File: src/rtl/pc_gen.sv
// pc_gen: fetch-stage program counter with next-PC selection, exception /
// ERET redirect, stall hold and a circular return-address stack that
// predicts the target of "jr $ra" and reports mispredictions.
module pc_gen #(
   parameter int unsigned WIDTH      = 32,
   parameter logic [31:0] RESET_PC   = 32'h0000_3000,
   parameter logic [31:0] EXC_VECTOR = 32'h0000_4180,
   parameter int unsigned RAS_DEPTH  = 4
) (
   input  logic                         clk,
   input  logic                         reset,
   input  logic                         stall,
   input  logic [2:0]                   pc_op,
   input  logic [25:0]                  imm26,
   input  logic [WIDTH-1:0]             pc_d,
   input  logic [WIDTH-1:0]             jr_target,
   input  logic                         cond,
   input  logic                         exc_req,
   input  logic                         eret,
   input  logic [WIDTH-1:0]             epc_in,
   output logic [WIDTH-1:0]             pc,
   output logic [$clog2(RAS_DEPTH):0]   ras_count,
   output logic                         ras_miss
);

   localparam int unsigned PTR_W = $clog2(RAS_DEPTH);
   localparam int unsigned CNT_W = PTR_W + 1;

   localparam logic [WIDTH-1:0] RST_PC    = WIDTH'(RESET_PC);
   localparam logic [WIDTH-1:0] EXC_PC    = WIDTH'(EXC_VECTOR);
   localparam logic [WIDTH-1:0] FOUR      = WIDTH'(4);
   localparam logic [WIDTH-1:0] EIGHT     = WIDTH'(8);
   localparam logic [PTR_W-1:0] PTR_ONE   = PTR_W'(1);
   localparam logic [CNT_W-1:0] CNT_ONE   = CNT_W'(1);
   localparam logic [CNT_W-1:0] CNT_ZERO  = CNT_W'(0);
   localparam logic [CNT_W-1:0] CNT_FULL  = CNT_W'(RAS_DEPTH);

   typedef enum logic [2:0] {
      OP_SEQ  = 3'd0,
      OP_J    = 3'd1,
      OP_JAL  = 3'd2,
      OP_JR   = 3'd3,
      OP_BR   = 3'd4,
      OP_JRRA = 3'd5
   } pc_op_e;

   logic [WIDTH-1:0] fetch_pc_q, fetch_pc_d;
   logic [WIDTH-1:0] ras_mem_q [RAS_DEPTH];
   logic [WIDTH-1:0] ras_mem_d [RAS_DEPTH];
   logic [PTR_W-1:0] ras_top_q, ras_top_d;   // next free slot
   logic [CNT_W-1:0] ras_cnt_q, ras_cnt_d;
   logic             ras_miss_q, ras_miss_d;

   logic [WIDTH-1:0] pc4, pc4d, pc8d, jt, br_off, bt, ras_top_val;
   logic [PTR_W-1:0] top_m1;

   // Redirect target arithmetic, all modulo 2^WIDTH.
   always_comb begin
      pc4         = fetch_pc_q + FOUR;
      pc4d        = pc_d + FOUR;
      pc8d        = pc_d + EIGHT;
      jt          = {pc4d[WIDTH-1:28], imm26, 2'b00};
      br_off      = {{(WIDTH-18){imm26[15]}}, imm26[15:0], 2'b00};
      bt          = pc4d + br_off;
      top_m1      = ras_top_q - PTR_ONE;
      ras_top_val = ras_mem_q[top_m1];
   end

   // Next PC and RAS update: exception > eret > stall > pc_op.
   always_comb begin
      fetch_pc_d = fetch_pc_q;
      ras_mem_d  = ras_mem_q;
      ras_top_d  = ras_top_q;
      ras_cnt_d  = ras_cnt_q;
      ras_miss_d = 1'b0;
      if (exc_req) begin
         fetch_pc_d = EXC_PC;
      end else if (eret) begin
         fetch_pc_d = epc_in;
      end else if (stall) begin
         fetch_pc_d = fetch_pc_q;
      end else begin
         case (pc_op)
            OP_J: begin
               fetch_pc_d = jt;
            end
            OP_JAL: begin
               fetch_pc_d           = jt;
               // Pointer wraps, so a push on a full stack overwrites the oldest entry.
               ras_mem_d[ras_top_q] = pc8d;
               ras_top_d            = ras_top_q + PTR_ONE;
               if (ras_cnt_q == CNT_FULL) begin
                  ras_cnt_d = ras_cnt_q;
               end else begin
                  ras_cnt_d = ras_cnt_q + CNT_ONE;
               end
            end
            OP_JR: begin
               fetch_pc_d = jr_target;
            end
            OP_BR: begin
               if (cond) begin
                  fetch_pc_d = bt;
               end else begin
                  fetch_pc_d = pc4;
               end
            end
            OP_JRRA: begin
               // The architectural target always wins; the RAS only grades itself.
               fetch_pc_d = jr_target;
               if (ras_cnt_q == CNT_ZERO) begin
                  ras_miss_d = 1'b1;
               end else begin
                  ras_top_d  = top_m1;
                  ras_cnt_d  = ras_cnt_q - CNT_ONE;
                  ras_miss_d = (ras_top_val != jr_target);
               end
            end
            default: begin
               fetch_pc_d = pc4;
            end
         endcase
      end
   end

   // State registers with asynchronous reset.
   always_ff @(posedge clk or posedge reset) begin
      if (reset) begin
         fetch_pc_q <= RST_PC;
         ras_top_q  <= {PTR_W{1'b0}};
         ras_cnt_q  <= {CNT_W{1'b0}};
         ras_miss_q <= 1'b0;
         for (int i = 0; i < int'(RAS_DEPTH); i++) begin
            ras_mem_q[i] <= {WIDTH{1'b0}};
         end
      end else begin
         fetch_pc_q <= fetch_pc_d;
         ras_top_q  <= ras_top_d;
         ras_cnt_q  <= ras_cnt_d;
         ras_miss_q <= ras_miss_d;
         ras_mem_q  <= ras_mem_d;
      end
   end

   assign pc        = fetch_pc_q;
   assign ras_count = ras_cnt_q;
   assign ras_miss  = ras_miss_q;

endmodule

File: config.mk
export PLATFORM = sky130hd
export DESIGN_NAME = pc_gen
export DESIGN_NICKNAME = d
export VERILOG_FILES = /design/src/rtl/pc_gen.sv
export SDC_FILE = /design/constraint.sdc
export NUM_CORES = 1
export LEC_CHECK = 0
export CAP_MARGIN = 20
export CORE_MARGIN = 10
export CORE_UTILIZATION = 45
export DETAILED_ROUTE_END_ITERATION = 8
export GPL_ROUTABILITY_DRIVEN = 0
export PLACE_DENSITY = 0.75
export RECOVER_POWER = 25
export SLEW_MARGIN = 20
export SYNTH_ARGS = -nofsm -noshare
export SYNTH_HDL_FRONTEND = slang
export SYNTH_SLANG_ARGS = --single-unit
File: constraint.sdc
create_clock -name clk -period 6.7 [get_ports clk]
set_input_delay 1.34 -clock clk [delete_from_list [all_inputs] [get_ports clk]]
set_output_delay 1.34 -clock clk [all_outputs]
set_load 0.1 [all_outputs]
* Word level (Yosys, flattened, before mapping)
Index checks and enable logic that the tools add are counted.
** Cells by class
- Bitwise operators :: 5
- Magnitude comparators :: 3
- Equality and inequality tests :: 10
- Reductions and logical operators :: 8
- $add $sub $neg :: 8
- Multiplexer cells :: 21
** Operators by type and width (count)
- two-way mux 32 bit :: 7
- bitwise mux 128 bit :: 1
- case mux 32 bit (3 select lines) :: 1
- adder 32 x 3 -> 32 bit, second input constant :: 2
- binary-select mux 32 bit (select 2 bit) :: 1
- demux 32 bit (select 2 bit) :: 1
- adder 32 bit :: 1
- adder 32 x 4 -> 32 bit, second input constant :: 1
- != test 32 bit :: 1
- equality test 3 bit, second input constant :: 3
- equality test 3 x 2 -> 1 bit, second input constant :: 2
- greater-or-equal comparator 3 bit, second input constant :: 2
- two-way mux 3 bit :: 2
- inverter 2 -> 3 bit :: 2
- case mux 3 bit (2 select lines) :: 1
- AND reduction 6 bit :: 1
- two-way mux 1 bit :: 5
- AND reduction 5 bit :: 1
- != test 2 bit, second input constant :: 2
- case mux 2 bit (2 select lines) :: 1
- AND reduction 4 bit :: 1
- OR reduction 2 bit :: 2
- adder 3 x 1 -> 3 bit, second input constant :: 1
- equality test 3 x 1 -> 1 bit, second input constant :: 1
- 10 further kinds :: 12
** Word-level totals
- Flip-flop bits (word level) :: 166
- Logic and storage cells :: 63
- Input port bits :: 131
- Output and inout bits :: 36

* Logic depth before layout (Yosys ltp)
- Depth in word-level cells :: 11
- Depth in mapped cells :: 18
- Mapped depth without buffers :: 17

* Worst setup path after synthesis
OpenSTA, ideal clock, no wires.
- Path type :: in2reg
- Start :: input port pc_d[5]
- End :: register fetch_pc_q[31], in the netlist pc[31]
- Buffers on the path :: 1
- Setup slack :: 1.955 ns
- Cell stages on the path :: 16
- Required time :: 6.576 ns
- Library setup time :: 0.124 ns
- Data arrival time :: 4.622 ns
- Cell sequence :: clkbuf_1 nand4_1 nor3_1 and3_1 and3_1 nand2_1 xnor2_1 ha_1 o21ai_0 o21bai_1 a21o_1 a221oi_1 a21oi_1 o21ai_0 xnor2_1 a211o_1
** On the way
- Word-level cells in the longest chain between the ends :: 7
** Ends and longest elaborated chain
- start: declaration :: RTL line 15 : input logic [WIDTH-1:0] pc_d,
- adder 32 x 3 -> 32 bit (*) :: RTL line 60 : pc4d = pc_d + FOUR;
- adder 32 bit :: RTL line 64 : bt = pc4d + br_off;
- two-way mux 32 bit :: RTL line 102 : if (cond) begin
- case mux 32 bit (3 select lines) (*) :: RTL line 83 : case (pc_op)
- two-way mux 32 bit (*) :: RTL line 80 : end else if (stall) begin
- two-way mux 32 bit (*) :: RTL line 78 : end else if (eret) begin
- two-way mux 32 bit (*) :: RTL line 76 : if (exc_req) begin
- end signal: assignment :: RTL line 137 : fetch_pc_q <= fetch_pc_d;
- end: declaration :: RTL line 47 : logic [WIDTH-1:0] fetch_pc_q, fetch_pc_d;
Mark *: on every way between the ends. The rest lies on a longest branch, timed or not. The select of a mux whose other input is x is not followed.
A chain may end at the register's enable or synchronous reset.

* Worst setup path after layout
- Start :: input port pc_d[3]
- End :: register fetch_pc_q[29], in the netlist pc[29]
The elaborated chain is that of the path after synthesis.

==> impl_metrics.env <==
export IMPL_status="complete, but fails checks"
export IMPL_violations="max-capacitance violations, max-slew violations"
export IMPL_report_final_setup_viol=0
export IMPL_ys_ff_latch=166
export IMPL_routedWlPerCell_microns=21.7
export IMPL_fin_total_pwr_mw=3.63
export IMPL_layout_cells_non_filler=1760
export IMPL_synth_flop_cell="dfrtp_1"
export IMPL_first_global_vias=10400
export IMPL_fin_nets=1588
export IMPL_synth_cells=1284
export IMPL_worstSetupPathType="in -> reg"
export IMPL_startpoint_type="input port"
export IMPL_synth_most_common_cell="nand2_1"
export IMPL_clock_path_buffers=2
export IMPL_cts_resized=0
export IMPL_drtAntennaViolNets=0
export IMPL_cts_tree="yes"
export IMPL_synthArstFlopShare_pct=100
export IMPL_slowest_stage="clkdlybuf4s50_1"
export IMPL_clock_sinks=166
export IMPL_path_cells="clkdlybuf4s50_1 -> ha_1 -> nand4_1 -> nor3_1 -> and3_1 -> and3_1 -> and2_1 -> nand4_1 -> xnor2_1 -> ha_1 -> a21oi_1 -> o21ai_1 -> a21oi_1 -> o21ai_0 -> or4b_1 -> a21oi_1 -> a31oi_1 -> a31oi_1"
export IMPL_fin_tns_setup_ns=0
export IMPL_post_route_period_util_pct=83.6
export IMPL_yosys_top_cells_count="211 x nand2_1, 164 x dfrtp_1, 122 x o21ai_1, 76 x xnor2_1, 66 x a21oi_1"
export IMPL_clkSlewWorstSetupHoldPaths_ns=0.07
export IMPL_whs_ns=0.482
export IMPL_dr_total_vias=10700
export IMPL_power_density_nw_per_um2=259
export IMPL_post_cts_buffers=0
export IMPL_synth_edf_count=0
export IMPL_start_util_pct=45.5
export IMPL_synth_nets=1458
export IMPL_max_stage_delay_ns=0.66
export IMPL_overflow=0
export IMPL_drive_gt1_share_pct=7.78
export IMPL_finalHoldViolCount=0
export IMPL_post_place_ws_ns=0.773
export IMPL_die_y_microns=179
export IMPL_cp_required_ns=7.05
export IMPL_drt_first_iter_violations=1426
export IMPL_fillers=2205
export IMPL_vias_per_cell=6.11
export IMPL_ir_worst_vdd_uv=176
export IMPL_dp_cells=1725
export IMPL_io_buffers=166
export IMPL_rrSetupSlack_ns=2.65
export IMPL_insertion_delay_ns=0.44
export IMPL_fmax_ghz=0.179
export IMPL_grt_pass1_wl_microns=58000
export IMPL_rsz0062_at_grt="no"
export IMPL_critPathCaptureType="register"
export IMPL_dr_pass1_iters=6
export IMPL_skew_ns=0.00906
export IMPL_yosysTopAreaCellShare_pct=35.9
export IMPL_hp_class="reg -> reg"
export IMPL_drv_slew=171
export IMPL_ctsHtreeMaxLevel=4
export IMPL_avgSynthCellArea_sq_um=8.89
export IMPL_timing_max_cap_violations=3
export IMPL_synth_seq_area_share_pct=36.4
export IMPL_wirelength_microns=38200
export IMPL_yosysTopAreaCell="dfrtp_1"
export IMPL_rows=58
export IMPL_fp_coreArea_sq_um=25100
export IMPL_root_buffer="clkbuf_16"
export IMPL_cp_arrival_ns=5.95
export IMPL_synth_area_sq_um=11400
export IMPL_top_level_ports=167
export IMPL_setup_slack_ns=1.10
export IMPL_leakagePower_nw=5.69
export IMPL_grt_max_degree=77
export IMPL_drc=0
export IMPL_worstPathMaxFanout=10
export IMPL_max_slew_margin_rel_pct=-58.5
export IMPL_die_area_sq_um=32100
export IMPL_ys_types=80
export IMPL_antenna_found_initial=5
export IMPL_min_period_ns=5.60
export IMPL_track_usage_pct=23.1
export IMPL_hpwl_microns=28800
export IMPL_worst_path_most_repeated_cell="a21oi_1"
export IMPL_area_growth_pct=22.5
export IMPL_yosysWarnings=0
export IMPL_netlist_top_cells_area="dfrtp_1 36%, nand2_1 6.9%, mux4_2 6.3%"
export IMPL_cts_hold_buf=0
export IMPL_tightest_slew_ns=2.36
export IMPL_die_width_microns=179
export IMPL_cts_buffers=17
[through the flow]
| stage | instance area, sq um | util [%] |
|---|---|---|
| finish | 14000 | 55.7 |
| global route | 14000 | 55.7 |
| CTS | 14000 | 55.7 |
| detailed placement | 13400 | 53.2 |
| global placement | 13400 | 53.2 |
| floorplan | 11400 | - |
[report_power, final]
group | internal, mW | switching, mW | total, mW
registers | 1.15 | 0.103 | 1.26
logic | 0.532 | 0.811 | 1.34
clock network | 0.549 | 0.480 | 1.03
total | 2.24 | 1.39 | 3.63
[state kept, by name, summed over array words and instances, names as in the netlist]
| register | count |
|---|---|
| pc | 32 |
| ras_count | 3 |
| ras_mem_q | 128 |
| ras_miss | 1 |
| ras_top_q | 2 |
[path summary, 6_finish.rpt]
| path | start | to | depth (start not counted) |
|---|---|---|---|
| max | pc_d[3] | pc[29]$_DFFE_PP0P_ | 18 |
| min reg2reg | ras_mem_q[112]$_DFFE_PP0P_ | ras_mem_q[112]$_DFFE_PP0P_ | 2 |
| max reg2reg | ras_top_q[0]$_DFFE_PP0P_ | ras_miss$_DFF_PP0_ | 11 |
| min in group asynchronous | reset | ras_mem_q[57]$_DFFE_PP0P_ | 2 |
| max in group asynchronous | reset | ras_top_q[0]$_DFFE_PP0P_ | 3 |
| min | ras_mem_q[112]$_DFFE_PP0P_ | ras_mem_q[112]$_DFFE_PP0P_ | 2 |
[kinds of logic after synthesis]
kind of cell / synth area share (%)
AOI/OAI and AO/OA: 19.3
buffers and inverters: 3.59
adders and majority gates: 4.84
muxes: 7.94
and+or+nand+nor: 18.1
xor gates and xnor gates: 9.82
DFF: 36.4
[cells in the final DEF (no fill, tap or decap), types with 8 or more instances in the layout]
cell / instances
ha_1: 41
a21oi_1: 66
xor2_1: 52
nor2_1: 53
o21ai_0: 48
clkbuf_16: 17
a21o_1: 11
nor3_1: 30
nand4_1: 30
xnor2_1: 76
dfrtp_1: 163
and3_1: 9
o21ai_1: 122
mux4_2: 32
nand3_1: 33
clkdlybuf4s50_1: 165
nand2_1: 208
mux2_1: 9
inv_1: 27
buf_4: 18
and2_1: 8
nor4_1: 11
a221oi_1: 23
[metal layers]
metal | up-vias | wire length [microns] | GRT usage (%)
li1 | 4950 | - | -
met1 | 5093 | 15000 | 29.5
met2 | 594 | 18100 | 37.9
met3 | 106 | 3510 | 4.17
met4 | 4 | 1540 | 9.84
met5 | - | 32 | 0
[critical path, delay by kind of cell]
| kind | cells | cell delay [ns] |
|---|---|---|
| simple gates | 7 | 1.98 |
| buf+inv | 1 | 0.66 |
| compound gates | 7 | 1.23 |
| xor+xnor | 1 | 0.16 |
| fa+ha+maj | 2 | 0.56 |
[final cells by class]
type / instances / area, sq um / area share (%)
clock buffers: 18 / 439 / 3.14
inverters: 30 / 114 / 0.814
well taps: 330 / 413 / 2.95
flip-flops and latches: 166 / 4160 / 29.7
clock inverters: 14 / 184 / 1.31
diodes: 3 / 7.51 / 0.0537
multi-input cells: 1013 / 6870 / 49.1
repair buffers: 186 / 1810 / 12.9
Power figures use the tool's default switching activity.
